===== src/rtl/nibble_serializer.sv =====
// Serializes an N-bit word into N/4 nibbles over a valid/ready stream,
// LSB-first or MSB-first as chosen when the word is accepted.
module nibble_serializer #(
   parameter int N = 32
) (
   input  logic         clk,
   input  logic         rst,
   input  logic [N-1:0] IN_valA,
   input  logic         IN_valid,
   output logic         OUT_ready,
   input  logic         IN_ctrl,
   output logic [3:0]   OUT_nib,
   output logic         OUT_valid,
   input  logic         IN_ready,
   output logic         OUT_last
);

   localparam int NNIB = N / 4;
   localparam int KW   = (NNIB > 1) ? $clog2(NNIB) : 1;
   localparam logic [KW-1:0] K_LAST = KW'(NNIB - 1);

   typedef enum logic {
      IDLE = 1'b0,
      SEND = 1'b1
   } state_t;

   state_t         state_q, state_d;
   logic [N-1:0]   word_q, word_d;
   logic           msb_q, msb_d;
   logic [KW-1:0]  k_q, k_d;
   logic [KW-1:0]  nib_idx_s;
   logic           last_s;

   // State register with asynchronous active-low reset
   always_ff @(posedge clk or negedge rst) begin
      if (!rst) begin
         state_q <= IDLE;
         word_q  <= '0;
         msb_q   <= 1'b0;
         k_q     <= '0;
      end else begin
         state_q <= state_d;
         word_q  <= word_d;
         msb_q   <= msb_d;
         k_q     <= k_d;
      end
   end

   // Next-state and output decode
   always_comb begin
      state_d   = state_q;
      word_d    = word_q;
      msb_d     = msb_q;
      k_d       = k_q;
      OUT_valid = 1'b0;
      OUT_last  = 1'b0;
      OUT_ready = 1'b0;
      OUT_nib   = 4'd0;
      // MSB-first walks the nibble index downward from the top of the word
      nib_idx_s = msb_q ? (K_LAST - k_q) : k_q;
      last_s    = (k_q == K_LAST);

      case (state_q)
         IDLE: begin
            OUT_ready = 1'b1;
            if (IN_valid) begin
               word_d  = IN_valA;
               msb_d   = IN_ctrl;
               k_d     = '0;
               state_d = SEND;
            end else begin
               state_d = IDLE;
            end
         end
         SEND: begin
            OUT_valid = 1'b1;
            OUT_nib   = word_q[{nib_idx_s, 2'b00} +: 4];
            OUT_last  = last_s;
            OUT_ready = last_s && IN_ready;
            if (IN_ready) begin
               if (last_s) begin
                  k_d = '0;
                  if (IN_valid) begin
                     word_d  = IN_valA;
                     msb_d   = IN_ctrl;
                     state_d = SEND;
                  end else begin
                     state_d = IDLE;
                  end
               end else begin
                  k_d = k_q + KW'(1);
               end
            end else begin
               state_d = SEND;
            end
         end
         default: begin
            state_d = IDLE;
            k_d     = '0;
         end
      endcase
   end

endmodule


===== config.mk =====
export PLATFORM = sky130hd
export DESIGN_NAME = nibble_serializer
export DESIGN_NICKNAME = d
export VERILOG_FILES = /design/src/rtl/nibble_serializer.sv
export SDC_FILE = /design/constraint.sdc
export NUM_CORES = 1
export LEC_CHECK = 0
export ABC_AREA = 0
export CAP_MARGIN = 5
export CORE_AREA = 2 2 86 88
export CTS_BUF_LIST = sky130_fd_sc_hd__clkbuf_4
export DETAILED_ROUTE_END_ITERATION = 12
export DIE_AREA = 0 0 88 90
export PLACE_DENSITY_LB_ADDON = 0.15
export SYNTH_ARGS = -nofsm -noshare
export SYNTH_HDL_FRONTEND = slang
export SYNTH_SLANG_ARGS = --single-unit

===== constraint.sdc =====
create_clock -name clk -period 2.7 [get_ports clk]
set_clock_uncertainty 0.15 [all_clocks]
set_input_delay 0.405 -clock clk [delete_from_list [all_inputs] [get_ports clk]]
set_output_delay 0.405 -clock clk [all_outputs]
set_load 0.02 [all_outputs]

* After elaboration in Yosys (flattened, before gate mapping) *
Index checks and enable logic that the tools add are counted.
W data, S select, Z words.

storage, ports and cells
  memories = 0
  RAM bits = 0
  bits in registers = 37
  bits in read-only memories = 0
  input bits = 37
  output and inout port bits = 7
  word-level logic and storage cells = 36
  latch bits = 0

cells by class
  bitwise operators = 1
  multiply operators = 0
  muxes and demuxes = 21
  add/sub/neg operators = 2
  order comparisons = 0
  equal/unequal tests = 4
  reductions and logical operators = 3
  divide/modulo/power cells = 0
  shift operators = 1

operator list
  operator               count
  $mux W32               3
  $pmux W32 S2           1
  $shiftx A32 B6 Y4      1
  $mux W3                4
  $mux W1                8
  $pmux W1 S2            3
  $pmux W3 S2            1
  $mux W4                1
  $ne A2 B2 Y1 const B   2
  $reduce_and A2 Y1      2
  $add A3 B1 Y3 const B  1
  $eq A3 B3 Y1 const B   1
  $sub A3 B3 Y3 const A  1
  $ne A2 B1 Y1 const B   1
  $logic_and A1 B1 Y1    1
  $not A1 Y1             1

* Depth between registers and ports, before layout *
Gate-level depths: netlist of run 1.

  word-level depth = 4
  gate-level depth with buffers = 7
  mapped depth without buffers = 6

* Worst setup path after synthesis of run 1 *
Ideal clock, no wire load.

  path type = reg-to-output
  start point = register k_q[1]
  end point = output port OUT_nib[0]
  path buffers = 3
  arrival = 1.493 ns
  setup slack = 0.652 ns
  stages on the path, launching flop included = 8
  data required time = 2.145 ns
  cells stage by stage = dfrtp_1 -> buf_6 -> buf_12 -> buf_4 -> mux2i_1 -> a22oi_1 -> o311ai_0 -> nor2_1

between the ends
  word-level cells in the longest chain between the ends = 4

RTL lines
  what                    RTL line  source
  start, declared         30        logic [KW-1:0] k_q, k_d;
  start signal, assigned  45        k_q <= k_d;
  $sub A3 B3 Y3           60        nib_idx_s = msb_q ? (K_LAST - k_q) : k_q;
  $mux W3 *               60
  $shiftx A32 B6 Y4 *     77        OUT_nib = word_q[{nib_idx_s, 2'b00} +: 4];
  $mux W4 *               63        case (state_q)
  end, declared           12        output logic [3:0] OUT_nib,

Mark *: on every way between the ends. The rest lies on a longest branch, timed or not.

* Final worst setup path of run 1 *
  start point = register k_q[1]
  end point = output port OUT_nib[2]

Same word-level chain as after synthesis.

==> metrics.csv, run 1 <==
metric;value;unit
status;finished, final reports clean;
syn_to_final_growth;36.4;%
die_h;90;um
clock_latency;0.34;ns
io_buffer_count;43;
yosys-top-cells-count;37 x dfrtp_1, 35 x mux2_2, 9 x nand2_1;
synth-seq-cells;37;
yosysMostFrequentCell;dfrtp_1;
crit_end;OUT_nib[2];
hold_buffers;0;
reg2reg_to;word_q[5];
antenna_found_initial;0;
die_area;0.00792;sq mm
synth_cell_types;26;
io_pins;44;
dpl.cell_count;287;
pwr_density_cell;1150;mW/mm^2
synth_ff_type;dfrtp_1;
place_ws;0.0692;ns
antenna_cells;0;
ys_seq_area_frac;0.457;
grtUsageTotal;0.130;
hold_violations;0;
clk_pin_slew;0.11;ns
placementRows;31;
crit_start;k_q[1];
htreeDepth;2;
drt_iter0_drc;65;
grt_pass1_vias;1595;
wire_per_inst;15.2;um
total_power;3.19;mW
synth.largest_area_cell;dfrtp_1;
syn_nets;183;
cts_buffers;5;
rsz0062_at_grt;no;
ys_top_cells_by_area;dfrtp_1 46%, mux2_2 19%, mux4_1 9.1%;
hpwl;3360;um
rrSetupSlack;0.49;ns
cp_data_arrival_time;2.04;ns
r2r.worst_path.cells;8;
start_util;0.289;
viasPerCell;4.75;
worst_r2r_startpoint;k_q[0];
syn_area_per_cell;14.2;sq um
totalWireLength;4580;um
coreArea;0.00702;sq mm
chipWidth;88;um
maxSlewHeadroom;0.688;
tns;0;ns
ir_drop;0.471;mV
yosysTopAreaCellShare;0.457;
finish.utilization;0.394;
crit_type;flop to output pin;
maxCapViolations;0;
holdWs;0.330;ns
fmax;386;MHz
synth-edff-count;0;
holdCritPathClass;input port to asynchronous set/reset pin;
postRouteAntennaNets;0;
grt_pass1_wl;7970;um
grt_overflow;0;
worst-path-max-fanout;13;
num_vias;1430;
ys_warn_count;0;
min_period;2.59;ns
syn-cell-area;0.00203;sq mm
drc;0;
clock_tree.buffer_depth;2;
final_max_slew_viol_count;0;
critPathRequiredTime;2.14;ns
tightest_slew;0.468;ns
drive_gt1_frac;0.391;
finalInstanceArea;0.00276;sq mm
place.gp.congestion;0.754;
fin_nets;241;
finalSetupViolCount;0;
dr.pass1.iters;4;
power.leakage;1.21;nW
cp-start-kind;flop;
root_buffer;clkbuf_4;
cts.sinks;37;
grt_max_degree;38;
finalNonFillerCells;301;
syn_inst;143;
cts_tree;yes;
async_flop_share;1.00;
dpl_cell_area;0.00261;sq mm
setup_slack;0.106;ns
finalCritPeriodShare;0.961;
worst_setup_path_end_kind;output pin;
worst min-delay path by stage:
| stage | startpoint | to | cells after the start |
|---|---|---|---|
| floorplan | rst | k_q[0] | 0 |
| global placement | word_q[8] | word_q[8] | 1 |
| detailed placement | word_q[4] | word_q[4] | 1 |
| CTS | rst | k_q[1] | 2 |
| global route | rst | word_q[11] | 2 |
| finish | rst | k_q[1] | 2 |
cells in the final DEF, fill, tap and decap left out, drive strengths merged:
cell type	count
o311ai	4
clkinv	1
nand3	1
o31ai	1
clkdlybuf4s15	1
buf	21
ha	3
mux4	12
nor2	4
nand2b	5
mux2	35
mux2i	8
and3	1
xor2	1
dlymetal6s2s	2
clkdlybuf4s50	37
clkbuf	6
o22ai	4
dfrtp	37
and2	1
a22oi	4
nor3b	1
nand2	9
bufinv	1
o21ai	2
flip-flops by register name (all words and copies together) (netlist names):
| signal | flops |
|---|---|
| state_q | 1 |
| msb_q | 1 |
| k_q | 3 |
| word_q | 32 |
power breakdown:
| group | internal [mW] | total (mW) | switching [mW] |
|---|---|---|---|
| clock network | 0.203 | 0.379 | 0.176 |
| registers | 0.829 | 1.10 | 0.270 |
| logic | 1.01 | 1.71 | 0.701 |
critical path, stage by stage, from the launching register on:
cell	delay, ns
dfrtp_1	0.42
buf_12	0.16
mux4_2	0.50
o311ai_1	0.24
nor2_1	0.09
clkdlybuf4s15_1	0.29
metal layers:
layer,vias up,wire (um),global-route usage
met5,-,0,0
met4,0,63,0.0385
met3,5,158,0.0321
met2,26,2360,0.200
met1,733,2000,0.180
li1,666,-,-
what timing repair did:
item | 4_1_cts | 5_1_grt
buffers inserted | 0 | 6
resized for setup | 15 | 15
endpoints found under the setup margin | 4 | 6
pin swaps | 0 | 1
kinds of logic (layout without fill, tap and decap cells):
| family | count (synthesis) | count (layout) | synth area share |
|---|---|---|---|
| buffers and inverters | 10 | 69 | 0.0346 |
| DFF | 37 | 37 | 0.457 |
| muxes | 55 | 55 | 0.380 |
| and+or+nand+nor | 22 | 22 | 0.0519 |
| xor gates and xnor gates | 1 | 1 | 0.00432 |
| AOI/OAI and AO/OA | 15 | 15 | 0.0531 |
| adders and majority gates | 3 | 3 | 0.0185 |
final cells by class:
class                      instances  area (sq um)
tap                               99           124
sequential                        37           930
clock buffer                       6          45.0
clock inverter                     2          33.8
fill                             680          4260
multi-input combinational         96          1060
timing repair buffer              61           568
Note: power is estimated with default switching activity, not from simulation.
==> inputs of run 2 (changes only) <==
Clock period 2.7 ns to 2.2 ns, I/O delays scaled along.
==> run 2 against run 1 <==
- the run now ends with setup timing left
- sequential share of layout area shrank 2.6 points
- core utilization grew 3.2 points
- global-route usage grew 0.15 points
- wire length grew 9.9%
- sequential power grew 16%
- critical endpoint is now OUT_nib[1]
- largest power group unchanged
==> metrics.csv, run 2 (synthesis results as in run 1) <==
metric;value;unit;change
fmax;421;MHz;
worst_setup_path_end_kind;output pin;;
crit_start;k_q[1];;
reg_top3;word_q: 32 flops, k_q: 3 flops;;
maxSlewHeadroom;0.681;;-0.00679
violations;setup timing;;
dr.pass1.iters;6;;+2
die_h;90;um;unchanged
grt_max_degree;38;;unchanged
root_buffer;clkbuf_4;;
fin_nets;259;;+7.5%
tightest_slew;0.478;ns;+0.0102 ns
rrSetupSlack;0.07;ns;-0.42 ns
rsz0062_at_grt;yes;;
clock_latency;0.35;ns;about the same
power_switching_share;0.359;;-0.00160
p_int;2.75;mW;+35%
nFillCells;661;;-2.8%
finalCritPeriodShare;1.08;;
place.gp.congestion;0.737;;-2.3%
clk_pin_slew;0.13;ns;+0.02 ns
drive_gt1_frac;0.505;;+0.113
viasPerCell;4.67;;-1.7%
clock_tree.buffer_depth;2;;unchanged
power.share.sequential;0.299;;-0.046
p_comb_frac;0.588;;+0.052
wire_per_inst;15.8;um;+3.7%
io_pins;44;;unchanged
cts_buffers;5;;unchanged
die_area;0.00792;sq mm;unchanged
ir_drop;0.702;mV;+49%
cp_data_arrival_time;1.90;ns;-0.14 ns
holdWs;0.246;ns;-0.0834 ns
drt_iter0_drc;100;;+54%
layout_common_cells;37 x clkdlybuf4s50_1, 35 x mux2_2, 35 x dfrtp_1;;
reg2reg_to;word_q[4];;
crit_type;flop to output pin;;
grt_overflow;0;;unchanged
min_period;2.38;ns;
placementRows;31;;unchanged
finalSetupViolCount;4;;+4
largest_reg_flops;32;;unchanged
final_max_slew_viol_count;0;;unchanged
grt_pass1_wl;8160;um;+2.3%
final-seq-area;928;sq um;-0.13%
power.switching;1.54;mW;+34%
num_vias;1490;;+4.2%
tns;-0.637;ns;-0.637 ns
critPathRequiredTime;1.72;ns;-0.42 ns
worst_r2r_startpoint;k_q[1];;
status;finished with violations;;
coreArea;0.00702;sq mm;unchanged
setup_slack;-0.177;ns;-0.284 ns
multi_input_area;0.00108;sq mm;+2.0%
holdCritPathClass;input port to asynchronous set/reset pin;;
layout_commonest_cell;clkdlybuf4s50_1;;
crit_end;OUT_nib[1];;
htreeDepth;2;;unchanged
grtUsageTotal;0.131;;+0.00148
maxCapViolations;0;;unchanged
postRouteAntennaNets;0;;unchanged
clkPwrFrac;0.112;;-0.007
drc;0;;unchanged
pwr_density_cell;1430;mW/mm^2;+24%
antenna_found_initial;0;;unchanged
power.leakage;1.28;nW;+6.2%
totalWireLength;5040;um;+9.9%
start_util;0.289;;unchanged
io_buffer_count;43;;unchanged
hpwl;3510;um;+4.6%
grt_pass1_vias;1645;;+3.1%
antenna_cells;0;;unchanged
cts.sinks;37;;unchanged
hold_buffers;0;;unchanged
hold_violations;0;;unchanged
cts_tree;yes;;
worst-path-max-fanout;6;;-7
r2r.worst_path.cells;9;;+1
cp-start-kind;flop;;
chipWidth;88;um;unchanged
regMostFlops;word_q;;
syn_to_final_growth;47.6;%;
-- run 2: cell types whose count changed in the layout (fill, tap and decap cells not counted), moves of 2 or more --
cell / before / now
nand2_1: 9 / 7
ha_2: 0 / 3
clkbuf_16: 0 / 3
dlymetal6s2s_1: 2 / 0
mux4_1: 5 / 0
buf_2: 3 / 1
buf_4: 17 / 32
mux4_2: 7 / 12
ha_1: 3 / 0
buf_6: 0 / 4
-- run 2: repair_timing --
| item | CTS | global route |
|---|---|---|
| endpoints found under the setup margin | 39 | 40 |
| resized for setup | 48 | 12 |
| buffers inserted | 1 | 0 |
| gates cloned | 0 | 3 |
| pin swaps | 7 | 5 |
| endpoints found under the hold margin | 0 | 0 |
-- run 2: per-stage QoR --
step / total power, mW / setup slack, ns / cell area (sq um) / util / std cells
3_5_place_dp: 3.58 / -0.289 / 2780 / 0.395 / 307
6_report: 4.29 / -0.177 / 2990 / 0.426 / 319
3_3_place_gp: 3.52 / -0.268 / 2780 / 0.395 / 307
4_1_cts: 4.18 / -0.224 / 2860 / 0.407 / 316
2_1_floorplan: 2.63 / 0.227 / 2030 / - / 143
5_1_grt: 4.61 / -0.292 / 2990 / 0.426 / 319
-- run 2: worst max-delay path, cell delays in order, from the launching register on --
cell and delay [ns]:
dfrtp_1 0.40, buf_6 0.15, mux4_2 0.52, o311ai_2 0.22
nor2_1 0.09, buf_4 0.16
-- run 2: power groups by stage --
| stage | clock (mW) | sequential [mW] | combinational [mW] |
|---|---|---|---|
| 6_report | 0.481 | 1.28 | 2.52 |
| 5_1_grt | 0.525 | 1.34 | 2.75 |
| 4_1_cts | 0.502 | 1.28 | 2.40 |
| 3_5_place_dp | 0 | 1.27 | 2.31 |
| 3_3_place_gp | 0 | 1.27 | 2.25 |
| 2_1_floorplan | 0 | 1.19 | 1.44 |
-- run 2: metal layers --
metal,vias up,global-route usage,wire (um)
li1,694,-,-
met1,752,0.174,2300
met2,38,0.209,2440
met3,6,0.0349,228
met4,0,0.0397,72
met5,-,0,0
-- run 2: how the worst min path moves through the flow --
| stage | from | slack (ns) | cells past startpoint | end |
|---|---|---|---|---|
| 4_1_cts | rst | 0.24 | 2 | word_q[20] |
| 3_3_place_gp | word_q[28] | 0.37 | 1 | word_q[28] |
| 6_report | rst | 0.25 | 2 | k_q[2] |
| 3_5_place_dp | word_q[22] | 0.37 | 1 | word_q[22] |
| 2_1_floorplan | rst | -0.12 | 0 | k_q[0] |
| 5_1_grt | rst | 0.28 | 2 | word_q[20] |
-- run 2: layout make-up --
| type | count | area share |
|---|---|---|
| Multi-Input combinational cell | 96 | 0.362 |
| Sequential cell | 37 | 0.310 |
| Timing Repair Buffer | 79 | 0.259 |
| Tap cell | 99 | 0.0414 |
| Clock inverter | 3 | 0.0138 |
| Clock buffer | 5 | 0.0126 |
==> inputs of run 3 (changes only) <==
Settings changed: ABC_AREA 0 to 1, CORE_AREA 2 2 86 88 to 2 2 83 85, DIE_AREA 0 0 88 90 to 0 0 85 87.
==> run 3 against run 2 <==
- the run now ends clean
- worst setup slack improved by 0.19 ns
- global-route usage grew 0.80 points
- combinational power is 3% higher
- clock power shrank 25%
- critical path depth up 4
- total power down 4.0%
- flip-flop and latch count is the same
- largest power group unchanged
==> metrics.csv, run 3 <==
metric;value;unit;change
status;finished, final reports clean;;
power.switching;1.78;mW;+16%
maxSlewHeadroom;0.686;;+0.00475
grt_max_degree;38;;unchanged
syn-cell-area;0.00190;sq mm;-6.1%
io_buffer_count;43;;unchanged
crit_start;msb_q;;
cp-start-kind;flop;;
ys_seq_area_frac;0.487;;+0.0294
p_comb_frac;0.630;;+0.042
io_pins;44;;unchanged
clock_latency;0.34;ns;about the same
syn_to_final_growth;45.4;%;
worst_r2r_startpoint;k_q[0];;
synth-seq-cells;37;;unchanged
grt_pass1_wl;8070;um;-1.1%
grtUsageTotal;0.139;;+0.00797
syn_area_per_cell;8.61;sq um;-39%
finalNonFillerCells;363;;+14%
worst-path-max-fanout;8;;+2
power.share.sequential;0.282;;-0.017
yosys-top-cells-count;37 x dfrtp_1, 37 x nor2_1, 28 x nand2_1;;
path_cells;inv_4 -> nand2_4 -> buf_8 -> nand3_2 -> nand3_2 -> nand3_2 -> nand2_1 -> nor2_2 -> buf_6;;
drc;0;;unchanged
cts_buffers;5;;unchanged
synth-edff-count;0;;unchanged
rsz0062_at_grt;yes;;
async_flop_share;1.00;;unchanged
syn_nets;261;;+43%
rrSetupSlack;0.23;ns;+0.16 ns
viasPerCell;4.49;;-3.9%
die_area;0.00740;sq mm;-6.6%
maxCapViolations;0;;unchanged
start_util;0.290;;+0.00117
tns;0;ns;+0.637 ns
reg2reg_to;word_q[1];;
syn_inst;221;;+55%
cp_data_arrival_time;1.71;ns;-0.19 ns
hold_violations;0;;unchanged
ys_top_cells_by_area;dfrtp_1 49%, nor2_1 7.3%, mux2_2 7.1%;;
hpwl;3380;um;-3.9%
placementRows;30;;-3.2%
finalCritPeriodShare;0.995;;-0.0858
critPathRequiredTime;1.72;ns;about the same
die_h;87;um;-3.3%
layout_common_cells;37 x clkdlybuf4s50_1, 34 x nor2_1, 34 x dfrtp_1;;
final_max_slew_viol_count;0;;unchanged
antenna_cells;0;;unchanged
worst_setup_path_end_kind;output pin;;
power_switching_share;0.433;;+0.0742
largest_reg_flops;32;;unchanged
power.leakage;1.34;nW;+4.9%
totalWireLength;4710;um;-6.6%
htreeDepth;2;;unchanged
finalSetupViolCount;0;;-4
drt_iter0_drc;70;;-30%
layout_commonest_cell;clkdlybuf4s50_1;;
antenna_found_initial;0;;unchanged
ir_drop;0.593;mV;-15%
num_vias;1630;;+9.4%
clock_tree.buffer_depth;2;;unchanged
crit_type;flop to output pin;;
grt_overflow;0;;unchanged
holdWs;0.235;ns;-0.0118 ns
wire_per_inst;13.0;um;-18%
tightest_slew;0.471;ns;-0.00713 ns
synth_ff_type;dfrtp_1;;
critPathMostFrequentCell;nand3_2;;
ys_warn_count;0;;unchanged
postRouteAntennaNets;0;;unchanged
pwr_density_cell;1490;mW/mm^2;+3.8%
cts_tree;yes;;
root_buffer;clkbuf_4;;
place.gp.congestion;0.823;;+12%
clk_pin_slew;0.12;ns;about the same
regMostFlops;word_q;;
min_period;2.19;ns;-0.189 ns
worst_path_largest_cell_delay;0.50;ns;-0.02 ns
synth.largest_area_cell;dfrtp_1;;
reg_top3;word_q: 32 flops, k_q: 3 flops;;
yosysTopAreaCellShare;0.487;;+0.0294
coreArea;0.00657;sq mm;-6.4%
grt_pass1_vias;1701;;+3.4%
crit_slowest_cell;dfrtp_2;;
fmax;457;MHz;+8.6%
dr.pass1.iters;4;;-2
clkPwrFrac;0.088;;-0.024
synth_cell_types;22;;-15%
fin_nets;322;;+24%
chipWidth;85;um;-3.4%
holdCritPathClass;input port to asynchronous set/reset pin;;
p_int;2.33;mW;-15%
cts.sinks;37;;unchanged
drive_gt1_frac;0.290;;-0.215
r2r.worst_path.cells;7;;-2
dpl.cell_count;350;;+14%
total_power;4.12;mW;-4.0%
## run 3: worst max-delay path by stage
stage / slack (ns) / end / cells after the start
5_1_grt: -0.09 / OUT_nib[2] / 8
3_3_place_gp: -0.20 / OUT_nib[0] / 9
6_report: 0.01 / OUT_nib[2] / 9
3_5_place_dp: -0.24 / OUT_nib[3] / 9
2_1_floorplan: 0.39 / OUT_nib[0] / 9
4_1_cts: -0.002 / OUT_nib[0] / 9
## run 3: power by group through the flow
stage               logic [mW]  clock network (mW)  registers (mW)
global placement          2.21                   0            1.17
detailed placement        2.22                   0            1.17
floorplan                 1.42                   0            1.11
CTS                       2.44               0.379            1.15
global route              2.90               0.405            1.20
finish                    2.59               0.361            1.16
## run 3: timing repair
action / in CTS / in global routing
pin swaps: 9 / 8
buffers inserted: 4 / 1
hold buffers: 0 / 0
setup endpoints to repair: 6 / 7
resized for setup: 47 / 21
## run 3: metal layers
| layer | global-route usage | vias up | wire length, um | share of wire |
|---|---|---|---|---|
| met1 | 0.186 | 757 | 2200 | 0.47 |
| met3 | 0.0303 | 8 | 199 | 0.042 |
| met4 | 0.0476 | 0 | 68 | 0.014 |
| met2 | 0.225 | 31 | 2240 | 0.47 |
| li1 | - | 834 | - | - |
| met5 | 0 | - | 0 | 0 |
## run 3: cell type report
class / instances / area, sq um
Timing Repair Buffer: 62 / 616
Tap cell: 80 / 100
Sequential cell: 37 / 930
Fill cell: 662 / 3800
Multi-Input combinational cell: 149 / 962
Clock inverter: 2 / 10.0
Clock buffer: 6 / 45.0
Inverter: 27 / 104
## run 3: critical path, delay by kind of cell, from the launching register on
| family | cells | cell delay [ns] |
|---|---|---|
| flip-flops | 1 | 0.50 |
| buffers and inverters | 3 | 0.39 |
| AND/OR/NAND/NOR | 6 | 0.46 |
## run 3: kinds of logic (layout without fill, tap and decap cells)
kind of cell,count (synthesis),count (layout),synth area share
xor+xnor,3,3,0.0217
flops,37,37,0.487
compound gates,29,29,0.0776
fa+ha+maj,3,3,0.0197
mux,12,12,0.0710
simple gates,102,102,0.241
buf+inv,35,97,0.0828
## run 3: metrics by stage
stage / util / cell area [sq um] / setup WS, ns
after floorplan: - / 1900 / 0.390
after global placement: 0.382 / 2510 / -0.202
after detailed placement: 0.382 / 2510 / -0.241
after CTS: 0.409 / 2690 / -0.00237
after global routing: 0.421 / 2770 / -0.0897
final: 0.421 / 2770 / 0.0112
